**src/rtl/lsu_pkg.sv**
```systemverilog
// Shared definitions for the load/store unit memory stage.
//   lsu_op_t    : request opcode encoding
//   lsu_state_t : FSM states of lsu_mem_stage
//   lsu_size_t  : access size class
//   is_load / is_store / op_size / is_misaligned : opcode helpers
package lsu_pkg;

  localparam int DATA_W = 32;

  typedef enum logic [2:0] {
    OP_LW  = 3'b000,
    OP_LB  = 3'b001,
    OP_LBU = 3'b010,
    OP_LH  = 3'b011,
    OP_LHU = 3'b100,
    OP_SW  = 3'b101,
    OP_SB  = 3'b110,
    OP_SH  = 3'b111
  } lsu_op_t;

  typedef enum logic [2:0] {
    IDLE    = 3'd0,
    LOAD    = 3'd1,
    RMW_RD  = 3'd2,
    WSETUP  = 3'd3,
    WSTROBE = 3'd4,
    RESP    = 3'd5
  } lsu_state_t;

  typedef enum logic [1:0] {
    SZ_BYTE = 2'd0,
    SZ_HALF = 2'd1,
    SZ_WORD = 2'd2
  } lsu_size_t;

  function automatic logic is_load(lsu_op_t op);
    return op inside {OP_LW, OP_LB, OP_LBU, OP_LH, OP_LHU};
  endfunction

  function automatic logic is_store(lsu_op_t op);
    return op inside {OP_SW, OP_SB, OP_SH};
  endfunction

  function automatic lsu_size_t op_size(lsu_op_t op);
    case (op)
      OP_LB, OP_LBU, OP_SB: return SZ_BYTE;
      OP_LH, OP_LHU, OP_SH: return SZ_HALF;
      default:              return SZ_WORD;
    endcase
  endfunction

  // Halfwords need an even address, words need a multiple of four.
  function automatic logic is_misaligned(lsu_op_t op, logic [1:0] addr_lo);
    case (op_size(op))
      SZ_HALF: return addr_lo[0];
      SZ_WORD: return addr_lo != 2'b00;
      default: return 1'b0;
    endcase
  endfunction

endpackage

```
**src/rtl/lsu_if.sv**
```systemverilog
// Request/response bus between the execute stage and the LSU.
//   master : execute side (drives requests, accepts responses)
//   slave  : LSU side
// Handshake: a transfer happens on a rising clock edge where valid and
// ready are both high. A source holds valid (and its payload) stable until
// the transfer; ready may depend on state but never on the payload.
interface lsu_if #(
  parameter int ADDR_W = 12
);
  import lsu_pkg::*;

  logic              req_valid;
  logic              req_ready;
  lsu_op_t           req_op;
  logic [ADDR_W-1:0] req_addr;
  logic [31:0]       req_wdata;
  logic              resp_valid;
  logic              resp_ready;
  logic [31:0]       resp_rdata;
  logic              resp_err;

  modport master (
    output req_valid, req_op, req_addr, req_wdata, resp_ready,
    input  req_ready, resp_valid, resp_rdata, resp_err
  );

  modport slave (
    input  req_valid, req_op, req_addr, req_wdata, resp_ready,
    output req_ready, resp_valid, resp_rdata, resp_err
  );

endinterface

```
**src/rtl/lsu_align.sv**
```systemverilog
// Combinational lane handling for the LSU.
//   word       : DM word read for this access
//   lane       : byte address bits [1:0]
//   op         : request opcode
//   wdata      : store data (sub-word data in the low bits)
//   load_data  : selected lane, sign/zero extended (LW passes word through)
//   store_word : word with the store byte/half merged in (SW: wdata)
module lsu_align
  import lsu_pkg::*;
(
  input  logic [31:0] word,
  input  logic [1:0]  lane,
  input  lsu_op_t     op,
  input  logic [31:0] wdata,
  output logic [31:0] load_data,
  output logic [31:0] store_word
);

  logic [7:0]  byte_sel;
  logic [15:0] half_sel;

  always_comb begin
    byte_sel   = word[{lane, 3'b000} +: 8];
    half_sel   = word[{lane[1], 4'b0000} +: 16];

    load_data  = word;
    case (op)
      OP_LB:   load_data = {{24{byte_sel[7]}}, byte_sel};
      OP_LBU:  load_data = {24'h000000, byte_sel};
      OP_LH:   load_data = {{16{half_sel[15]}}, half_sel};
      OP_LHU:  load_data = {16'h0000, half_sel};
      default: load_data = word;
    endcase

    store_word = word;
    case (op)
      OP_SB:   store_word[{lane, 3'b000} +: 8]      = wdata[7:0];
      OP_SH:   store_word[{lane[1], 4'b0000} +: 16] = wdata[15:0];
      OP_SW:   store_word                           = wdata;
      default: store_word                           = word;
    endcase
  end

endmodule

```
**src/rtl/lsu_mem_stage.sv**
```systemverilog
// Load/store unit in front of a word-wide data memory (DM).
//   clk, rst_n : clock, asynchronous active-low reset
//   bus        : request/response interface (slave side)
//   dm_addr    : registered DM word address
//   dm_wr      : registered DM write strobe; DM writes on its rising edge
//   dm_din     : registered DM write word
//   dm_dout    : DM read data, combinational from dm_addr
//   busy       : high whenever the FSM is not IDLE
//   state_dbg  : current FSM state
// Sub-word stores read the old word, merge, then write the whole word.
// Writes go WSETUP (address/data settled, strobe low) then WSTROBE (strobe
// high one cycle) so DM sees a clean rising edge on stable inputs.
module lsu_mem_stage
  import lsu_pkg::*;
#(
  parameter int ADDR_W = 12,
  parameter int DM_AW  = ADDR_W - 2
) (
  input  logic             clk,
  input  logic             rst_n,
  lsu_if.slave             bus,
  output logic [DM_AW-1:0] dm_addr,
  output logic             dm_wr,
  output logic [31:0]      dm_din,
  input  logic [31:0]      dm_dout,
  output logic             busy,
  output lsu_state_t       state_dbg
);

  lsu_state_t  state, state_nxt;
  lsu_op_t     op_q;
  logic [1:0]  lane_q;
  logic [31:0] wdata_q;
  logic [31:0] resp_rdata_q;
  logic        resp_err_q;

  logic        accept;
  logic        req_misaligned;
  logic [31:0] load_data;
  logic [31:0] store_word;

  assign accept         = bus.req_valid && (state == IDLE);
  assign req_misaligned = is_misaligned(bus.req_op, bus.req_addr[1:0]);

  assign bus.req_ready  = (state == IDLE);
  assign bus.resp_valid = (state == RESP);
  assign bus.resp_rdata = resp_rdata_q;
  assign bus.resp_err   = resp_err_q;
  assign busy           = (state != IDLE);
  assign state_dbg      = state;

  lsu_align u_align (
    .word       (dm_dout),
    .lane       (lane_q),
    .op         (op_q),
    .wdata      (wdata_q),
    .load_data  (load_data),
    .store_word (store_word)
  );

  always_ff @(posedge clk or negedge rst_n) begin
    if (!rst_n) state <= IDLE;
    else        state <= state_nxt;
  end

  always_comb begin
    state_nxt = state;
    case (state)
      IDLE: begin
        if (accept) begin
          if (req_misaligned)          state_nxt = RESP;
          else if (is_load(bus.req_op)) state_nxt = LOAD;
          else if (bus.req_op == OP_SW) state_nxt = WSETUP;
          else                         state_nxt = RMW_RD;
        end
      end
      LOAD:    state_nxt = RESP;
      RMW_RD:  state_nxt = WSETUP;
      WSETUP:  state_nxt = WSTROBE;
      WSTROBE: state_nxt = RESP;
      RESP:    if (bus.resp_ready) state_nxt = IDLE;
      default: state_nxt = IDLE;
    endcase
  end

  always_ff @(posedge clk or negedge rst_n) begin
    if (!rst_n) begin
      op_q         <= OP_LW;
      lane_q       <= 2'b00;
      wdata_q      <= '0;
      resp_rdata_q <= '0;
      resp_err_q   <= 1'b0;
      dm_addr      <= '0;
      dm_din       <= '0;
      dm_wr        <= 1'b0;
    end else begin
      // Strobe is high exactly while the FSM sits in WSTROBE, but comes
      // from a flop so DM never sees a combinational glitch.
      dm_wr <= (state_nxt == WSTROBE);
      case (state)
        IDLE: begin
          if (accept) begin
            op_q         <= bus.req_op;
            lane_q       <= bus.req_addr[1:0];
            wdata_q      <= bus.req_wdata;
            dm_addr      <= bus.req_addr[ADDR_W-1:2];
            resp_err_q   <= req_misaligned;
            resp_rdata_q <= '0;
            if (!req_misaligned && bus.req_op == OP_SW) dm_din <= bus.req_wdata;
          end
        end
        LOAD:    resp_rdata_q <= load_data;
        RMW_RD:  dm_din       <= store_word;
        default: ;
      endcase
    end
  end

endmodule
```
**src/flat_wrapper.sv**
```systemverilog
// flat-port wrapper written by rule: the top's interface ports become plain ports
module lsu_mem_stage_flat import lsu_pkg::*;
#(
  parameter int ADDR_W = 12,
  parameter int DM_AW  = ADDR_W - 2
)
  (clk, rst_n, dm_addr, dm_wr, dm_din, dm_dout, busy, state_dbg, bus_req_valid, bus_req_op, bus_req_addr, bus_req_wdata, bus_resp_ready, bus_req_ready, bus_resp_valid, bus_resp_rdata, bus_resp_err);
  lsu_if #(.ADDR_W(ADDR_W)) bus_i ();
  input  logic clk;
  input  logic rst_n;
  output logic [DM_AW-1:0] dm_addr;
  output logic dm_wr;
  output logic [31:0] dm_din;
  input  logic [31:0] dm_dout;
  output logic busy;
  output lsu_state_t state_dbg;
  input wire logic [$bits(bus_i.req_valid)-1:0] bus_req_valid;
  input wire logic [$bits(bus_i.req_op)-1:0] bus_req_op;
  input wire logic [$bits(bus_i.req_addr)-1:0] bus_req_addr;
  input wire logic [$bits(bus_i.req_wdata)-1:0] bus_req_wdata;
  input wire logic [$bits(bus_i.resp_ready)-1:0] bus_resp_ready;
  output wire logic [$bits(bus_i.req_ready)-1:0] bus_req_ready;
  output wire logic [$bits(bus_i.resp_valid)-1:0] bus_resp_valid;
  output wire logic [$bits(bus_i.resp_rdata)-1:0] bus_resp_rdata;
  output wire logic [$bits(bus_i.resp_err)-1:0] bus_resp_err;
  assign bus_i.req_valid = bus_req_valid;
  assign bus_i.req_op = bus_req_op;
  assign bus_i.req_addr = bus_req_addr;
  assign bus_i.req_wdata = bus_req_wdata;
  assign bus_i.resp_ready = bus_resp_ready;
  assign bus_req_ready = bus_i.req_ready;
  assign bus_resp_valid = bus_i.resp_valid;
  assign bus_resp_rdata = bus_i.resp_rdata;
  assign bus_resp_err = bus_i.resp_err;
  lsu_mem_stage #(.ADDR_W(ADDR_W), .DM_AW(DM_AW)) u_core (.clk(clk), .rst_n(rst_n), .bus(bus_i), .dm_addr(dm_addr), .dm_wr(dm_wr), .dm_din(dm_din), .dm_dout(dm_dout), .busy(busy), .state_dbg(state_dbg));
endmodule
```
**config.mk**
```make
export PLATFORM = sky130hd
export DESIGN_NAME = lsu_mem_stage_flat
export DESIGN_NICKNAME = d
export VERILOG_FILES = /design/src/rtl/lsu_pkg.sv /design/src/rtl/lsu_if.sv /design/src/rtl/lsu_align.sv /design/src/rtl/lsu_mem_stage.sv /design/src/flat_wrapper.sv
export SDC_FILE = /design/constraint.sdc
export NUM_CORES = 1
export LEC_CHECK = 0
export ABC_AREA = 1
export CAP_MARGIN = 20
export CORE_UTILIZATION = 45
export CTS_CLUSTER_SIZE = 20
export DETAILED_ROUTE_END_ITERATION = 16
export PLACE_DENSITY_LB_ADDON = 0.12
export SYNTH_ARGS = -nofsm -noshare
export SYNTH_HDL_FRONTEND = slang
export SYNTH_HIERARCHICAL = 1
export SYNTH_SLANG_ARGS = --single-unit
```
**constraint.sdc**
```tcl
create_clock -name clk -period 2.7 [get_ports clk]
set_clock_uncertainty 0.05 [all_clocks]
set_input_delay 0.405 -clock clk [delete_from_list [all_inputs] [get_ports clk]]
set_output_delay 0.405 -clock clk [all_outputs]
set_load 0.05 [all_outputs]
```
# Word-level counts from Yosys, hierarchy flattened
# Index checks and enable logic that the tools add are counted.
[totals]
regBits = 116
latchBits = 0
ramBits = 0
mem_bits_ro = 0
out_inout_bits = 82
memories = 0
[op_classes]
add_sub_neg = 2
mul = 0
div = 0
n_lt_le_gt_ge = 0
eq_ne = 24
n_shift = 6
mux = 17
bitwise_logic = 0
n_reduce_logical = 16
[op_table]
columns = ["operator", "count"]
rows = [
  ["32-bit case mux with 2 select lines", 2],
  ["32-bit case mux with 4 select lines", 1],
  ["32-bit two-way mux", 3],
  ["32-bit case mux with 3 select lines", 1],
  ["32-bit bitwise mux", 2],
  ["3-bit == test, second input constant", 11],
  ["16-bit by 7-bit variable shift with 32-bit output, first input constant", 1],
  ["8-bit by 7-bit variable shift with 32-bit output, first input constant", 1],
  ["16-bit by 7-bit variable part select with 32-bit output", 1],
  ["32-bit by 6-bit variable part select with 16-bit output", 1],
  ["32-bit by 6-bit variable part select with 8-bit output", 1],
  ["8-bit by 7-bit variable part select with 32-bit output", 1],
  ["3-bit by 2-bit == test with 1-bit output, second input constant", 6],
  ["3-bit case mux with 5 select lines", 1],
  ["5-bit negation with 7-bit output", 2],
  ["3-bit two-way mux", 4],
  ["3-bit by 1-bit == test with 1-bit output, second input constant", 3],
  ["3-bit zero test", 2],
  ["2-bit nonzero test", 3],
  ["3-bit OR reduction", 2],
  ["5-bit nonzero test", 1],
  ["2-bit by 1-bit != test with 1-bit output, second input constant", 2],
  ["2-bit case mux with 2 select lines", 1],
  ["2-bit AND reduction", 2],
  ["other kinds (9)", 10],
]

# Longest topological paths before layout
# Gate-level depths: netlist of run 1.
[depth]
word_depth = 10
mapped_depth = 15

# By module
# The synthesis of run 1 kept the hierarchy.
[modules_own_cells]
columns = ["module", "instances", "cells_per_inst", "area_per_inst_um2"]
rows = [
  ["lsu_mem_stage", 1, 593, 5006.1],
  ["lsu_align", 1, 633, 2757.6],
]

# Least setup slack after synthesis of run 1
# No wires, ideal clock.
[synth_path]
kind = "register to output"
startpoint = "register u_core.state[0] (netlist: u_core/state_dbg[0])"
endpoint = "output port bus_resp_valid"
arrival_ns = 1.950
required_ns = 2.245
slack_ns = 0.295
stages_incl_launch_ff = 5
path_buffers = 2
path_cell_list = "dfrtp_1 -> buf_2 -> buf_1 -> nand2_1 -> nor2_1"
[synth_between]
elab_chain_cells = 1
[synth_rtl]
columns = ["item", "line_no", "source"]
rows = [
  ["start: declaration", "lsu_mem_stage.sv:30", "lsu_state_t state, state_nxt;"],
  ["start signal: assignment", "lsu_mem_stage.sv:63", "else state <= state_nxt;"],
  ["3-bit == test", "lsu_mem_stage.sv:46", "assign bus.resp_valid = (state == RESP);"],
  ["end: declaration", "flat_wrapper.sv:23", "output wire logic [$bits(bus_i.resp_valid)-1:0] bus_resp_valid;"],
]
# Every way passes these cells.

# Worst setup path in the final report of run 1
[layout_path]
startpoint = "register u_core.op_q[0]"
endpoint = "register u_core.dm_din[30]"
[layout_between]
elab_chain_cells = 3
word_cells_on_any_way = 5
classes_between = "eq/ne: 3; mux: 2"
[layout_rtl]
columns = ["item", "line_no", "source"]
rows = [
  ["start: declaration", "lsu_mem_stage.sv:31", "lsu_op_t op_q;"],
  ["start signal: assignment", "lsu_mem_stage.sv:103", "op_q <= bus.req_op;"],
  ["3-bit == test", "lsu_align.sv:36", "case (op)"],
  ["32-bit case mux with 3 select lines (*)", "lsu_align.sv:36", ""],
  ["via u_core.store_word[30]", "lsu_mem_stage.sv:40", "logic [31:0] store_word;"],
  ["32-bit case mux with 2 select lines (*)", "lsu_mem_stage.sv:100", "case (state)"],
  ["end signal: assignment", "lsu_mem_stage.sv:109", "if (!req_misaligned && bus.req_op == OP_SW) dm_din <= bus.req_wdata;"],
  ["end signal: assignment", "lsu_mem_stage.sv:113", "RMW_RD: dm_din <= store_word;"],
  ["end: declaration", "lsu_mem_stage.sv:24", "output logic [31:0] dm_din,"],
]
# The timed path passes the listed nets; every way through them passes the cells marked *.
# A chain may end at the register's enable or synchronous reset.

==> flow_summary.ini, run 1 <==
[status]
status = complete, no violations

[cells_and_area]
area_growth_pct = 31.2
layout_commonest_cell = nand2_1
drive_gt1_share_pct = 6.30
n_fill_cell = 1603
post_layout_nonfiller_instances = 1600
multi_input_area_um2 = 4090
regArea_um2 = 2900
diodes = 0
fin_area_um2 = 10200
num-nets-final = 1455
final_cell_mix = 444 x nand2_1, 201 x nand3_1, 159 x clkdlybuf4s50_1

[global_routing]
grt_use_total_pct = 31.1
grt_max_degree = 69
grt_first_pass_wirelength_mm = 42.9
antenna_found_initial = 0
overflow = 0
grt_pass1_vias = 7885

[sta]
grt_setup_unrepaired = no
hold_viol = 0
tightest_slew_ns = 1.06
finalMaxSlewViolations = 0
slew_headroom_pct = 28.6
fin_crit_sh_pct = 88.4
finalSetupTns_ns = 0
fmax_mhz = 419
finalCriticalPeriod_ns = 2.39
setup_viol = 0

[cts]
tritoncts = yes
hold_buffers = 1
cts_root_buffer = clkbuf_16
post-cts-setup-buffers = 0
cts_buffers = 17
cts-resized-gates = 0
insertion_delay_ns = 0.42
cts_buffer_depth = 2
cts_num_sinks = 116
path_clk_slew_ns = 0.06
htree_levels = 4

[power_and_ir_drop]
pwr-share-seq_pct = 24.9
p_switching_w = 0.00645
power_frac_comb_pct = 56.4
p_leak_nw = 5.04
power.density_nw_per_um2 = 1260
peakVddDrop_mv = 0.707
pwr-share-clk_pct = 18.8
p_sw_share_pct = 50.3
p_int_w = 0.00637

[logic_synthesis]
synth_simple_gate_area_share_pct = 40.0
yosys_warnings = 6
netlist_area_um2 = 7760
syn-num-nets = 1314
synth_top_family_by_area = simple AND/OR/NAND/NOR gates
synth_seq_cells = 116
netlist-cell-type-count = 24
yosysSeqAreaShare_pct = 37.4
synthCells = 1226
synth_compound_gate_area_share_pct = 11.8
synthAdderAreaFrac_pct = 0.806
synth.area.mux_share_pct = 0
synth_xor_area_share_pct = 0
syn_area_per_cell_um2 = 6.33

[route]
routed_wl_mm = 27.3
first_iter_violations = 883
vias_per_cell = 5.46
drc = 0
vias = 8735
detail-route-antenna-nets = 0
firstDrtPassIters = 6
wl_per_cell_um = 17.0

[setup_path]
cp_common_cell = nand2_1
crit_required_ns = 3.01
crit_cells = 8
cp_cell_sequence = nand2_2 -> o21ai_1 -> nand2_1 -> nand3_1 -> nand2_1 -> nand2_1 -> nand2_1 -> nand2_1
crit_slowest_cell = o21ai_1
cp.arrival_ns = 2.69
critPathLaunchType = register
crit_fanout = 15
crit_path_end_kind = register
path_buf_inv = 0
cpPeakStageDelay_ns = 0.86
path_delay_family = compound AO/OA/AOI/OAI gates
critPathKind = register to register
ff2ff_path_depth = 8

[placement]
place_area_um2 = 9550
post-dp-hpwl_mm = 19.1
place_congestion = 0.976
port_buffers = 164
dp_cells = 1567

[floorplan]
fp.dieH_um = 133
start_util_pct = 46.5
num_rows = 47
dieArea_um2 = 17800
die_w_um = 133
io_pins = 165
coreArea_um2 = 16700

[flow_run]
drv_cap = 0

[worst_hold_path]
min_path_type = input port to asynchronous set/reset pin
==> Yosys cell counts, drive strengths merged <==
cell | count | area (um^2)
inv | 100 | 375
ha | 5 | 62.6
nor3 | 3 | 20.0
clkbuf | 30 | 113
o21a | 4 | 30.0
nand4 | 6 | 37.5
nand2 | 450 | 1700
a31oi | 1 | 6.26
o21ai | 142 | 714
nand3 | 201 | 1010
nor2 | 88 | 340
dfrtp | 116 | 2900
buf | 46 | 283
a21oi | 33 | 165
clkinv | 1 | 3.75
==> registers in the layout, summed over array words and instances, names as in the netlist <==
name	count
u_core/bus.resp_rdata	32
u_core/state_dbg	3
u_core/wdata_q	32
u_core/lane_q	2
u_core/dm_din	32
u_core/dm_addr	10
u_core/dm_wr	1
u_core/bus.resp_err	1
u_core/op_q	3
==> metrics by stage <==
stage	util (%)	power [W]	hold slack, ns	worst slack, ns
2_1_floorplan	-	0.00799	0.0594	0.295
3_3_place_gp	57.2	0.0103	0.199	0.320
3_5_place_dp	57.2	0.0103	0.201	0.353
4_1_cts	61.0	0.0128	0.298	0.330
5_1_grt	61.0	0.0136	0.321	0.0744
6_report	61.0	0.0128	0.311	0.312
==> logic make-up after synthesis <==
kind of cell	Yosys count
flops	116
compound gates	180
simple gates	748
buf+inv	177
fa+ha+maj	5
==> area by class of cell <==
type | count | share of cell area [%]
Clock buffer | 21 | 4.62
Clock inverter | 11 | 1.46
Inverter | 101 | 3.72
Multi-Input combinational cell | 933 | 40.2
Sequential cell | 116 | 28.5
Tap cell | 220 | 2.70
Timing Repair Buffer | 198 | 18.8
==> final timing paths <==
check / start / endpoint / slack [ns]
setup / recovery: u_core/op_q[0] / u_core/dm_din[30] / 0.31
hold / removal: rst_n / u_core/bus.resp_rdata[5] / 0.31
setup reg to reg: u_core/op_q[0] / u_core/dm_din[30] / 0.31
hold reg to reg: u_core/bus.resp_err / u_core/bus.resp_err / 0.43
max in group asynchronous: rst_n / u_core/wdata_q[21] / 1.49
min in group clk: u_core/bus.resp_err / u_core/bus.resp_err / 0.43
==> power by group through the flow <==
stage	sequential, W	clock, W	combinational, W
5_1_grt	0.00327	0.00250	0.00782
3_5_place_dp	0.00319	0	0.00715
2_1_floorplan	0.00475	0	0.00325
6_report	0.00319	0.00241	0.00723
3_3_place_gp	0.00319	0	0.00710
4_1_cts	0.00318	0.00243	0.00718
==> metal layers <==
layer	up-vias	global-route usage, %	wire (um)
li1	4221	-	-
met1	4014	43.8	12100
met2	437	46.5	11800
met3	63	6.54	2520
met4	0	12.2	853
met5	-	0	0
No activity file was read; power rests on OpenSTA's default activity.
==> run 2: changes to the inputs <==
- CORE_UTILIZATION: 45 -> 52
==> run 2 against run 1 <==
  * Via count increased by 0.11%
  * Wire length is 4.3% lower
  * Setup slack better by 0.025 ns
  * Worst hold slack improved by 0.010 ns
  * Fmax increased by 1.1%
  * Register-to-register slack improved by 0.03 ns
  * Cell area shrank 0.79%
  * Critical endpoint is now u_core/dm_din[7]
==> flow_summary.ini, run 2 (synthesis results as in run 1) <==
[status]
status = complete, no violations

[cts]
hold_buffers = 1
post-cts-setup-buffers = 0
cts_buffer_depth = 2
cts_root_buffer = clkbuf_16
cts_num_sinks = 116
path_clk_slew_ns = 0.06
cts_buffers = 17
cts-resized-gates = 0
tritoncts = yes
htree_levels = 4
insertion_delay_ns = 0.43

[placement]
post-dp-hpwl_mm = 18.1
place_ws_ns = 0.224
port_buffers = 164
place_congestion = 0.953

[sta]
tightest_slew_ns = 1.07
hold_viol = 0
finalMaxSlewViolations = 0
finalSetupTns_ns = 0
fin_crit_sh_pct = 87.5
slew_headroom_pct = 28.6
setup_viol = 0
finalCriticalPeriod_ns = 2.36
grt_setup_unrepaired = no
fin_ws_ns = 0.338
fmax_mhz = 423

[route]
dr_wl_met3_mm = 2.27
first_iter_violations = 993
detail-route-antenna-nets = 0
vias_per_cell = 5.61
vias = 8745
wl_per_cell_um = 16.7
firstDrtPassIters = 5
top_layer = met4
drt-met1-wl_mm = 11.2
routed_wl_mm = 26.1
met2WireLength_mm = 11.8
drc = 0

[setup_path]
crit_required_ns = 3.02
cp_cell_sequence = inv_1 -> ha_1 -> inv_1 -> nand2_1 -> o21ai_0 -> nand2_1 -> nand3_1 -> nand2_1 -> o21ai_0 -> nand2_1 -> nand2_1
crit_fanout = 10
cp.arrival_ns = 2.68
path_buf_inv = 2
crit_slowest_cell = ha_1
cp_common_cell = nand2_1
critPathLaunchType = register
cpPeakStageDelay_ns = 0.40
critPathKind = register to register
crit_path_end_kind = register
path_delay_family = simple AND/OR/NAND/NOR gates

[cells_and_area]
area_growth_pct = 30.1
drive_gt1_share_pct = 5.96
final_cell_mix = 444 x nand2_1, 201 x nand3_1, 159 x clkdlybuf4s50_1
layout_commonest_cell = nand2_1
diodes = 0
num-nets-final = 1451

[floorplan]
dieArea_um2 = 15400
io_pins = 165
die_w_um = 124
start_util_pct = 53.4
fp.dieH_um = 124
coreArea_um2 = 14500
num_rows = 44

[global_routing]
grt_pass1_vias = 7639
grt_max_degree = 78
grt_first_pass_wirelength_mm = 40.5
antenna_found_initial = 0
overflow = 0
grt_use_total_pct = 34.8

[power_and_ir_drop]
p_leak_nw = 5.02
power.density_nw_per_um2 = 1260
peakVddDrop_mv = 0.789

[worst_hold_path]
min_path_type = input port to asynchronous set/reset pin

[flow_run]
drv_cap = 0
==> run 2: changes by cell type in the layout (fill, tap and decap cells not counted), sizes merged <==
cell / delta
clkinvlp: -1
buf: -4
clkbuf: -1
inv: -1
clkinv: +3
==> run 2: routing by layer <==
layer	vias up	GRT usage, %
li1	4214	-
met1	4025	47.9
met2	441	53.1
met3	65	7.05
met4	0	14.7
met5	-	0
==> run 2: worst register-to-register path: cells and delay by family, from the launching register on <==
family | cells | cell delay [ns]
adder cells (fa/ha/maj) | 1 | 0.40
AO/OA/AOI/OAI | 2 | 0.34
AND/OR/NAND/NOR | 6 | 0.63
buffers and inverters | 2 | 0.51
flip-flops | 1 | 0.37
==> run 2: through the flow <==
stage / cell area, um^2 / hold slack, ns / total power, W / std cells / util [%]
2_1_floorplan: 7760 / 0.0594 / 0.00799 / 1226 / -
3_3_place_gp: 9480 / 0.214 / 0.0102 / 1526 / 65.2
3_5_place_dp: 9480 / 0.214 / 0.0102 / 1526 / 65.2
4_1_cts: 10100 / 0.307 / 0.0126 / 1559 / 69.5
5_1_grt: 10100 / 0.342 / 0.0135 / 1560 / 69.5
6_report: 10100 / 0.321 / 0.0127 / 1560 / 69.5
==> run 2: worst paths after layout <==
path	startpoint	endpoint	slack, ns	cells after the start
worst max register to register	u_core/lane_q[0]	u_core/dm_din[7]	0.34	11
worst max-delay path	u_core/lane_q[0]	u_core/dm_din[7]	0.34	11
max in group asynchronous	rst_n	u_core/dm_din[28]	1.56	3
worst min-delay path	rst_n	u_core/bus.resp_rdata[8]	0.32	2
min in group clk	u_core/wdata_q[29]	u_core/wdata_q[29]	0.43	2
worst min register to register	u_core/wdata_q[29]	u_core/wdata_q[29]	0.43	2
==> run 2: final cells by class <==
class                   instances  area [um^2]
fillers                      1313         4430
multi-input cells             933         4090
flip-flops and latches        116         2900
repair buffers                194         1890
clock buffers                  20          447
inverters                     101          379
well taps                     184          230
clock inverters                12          155
==> run 2: where the power goes <==
group	total (W)	internal, W	switching [W]
Clock	0.00231	0.00147	0.000832
Combinational	0.00727	0.00231	0.00496
Sequential	0.00313	0.00251	0.000618
Total	0.0127	0.00629	0.00641
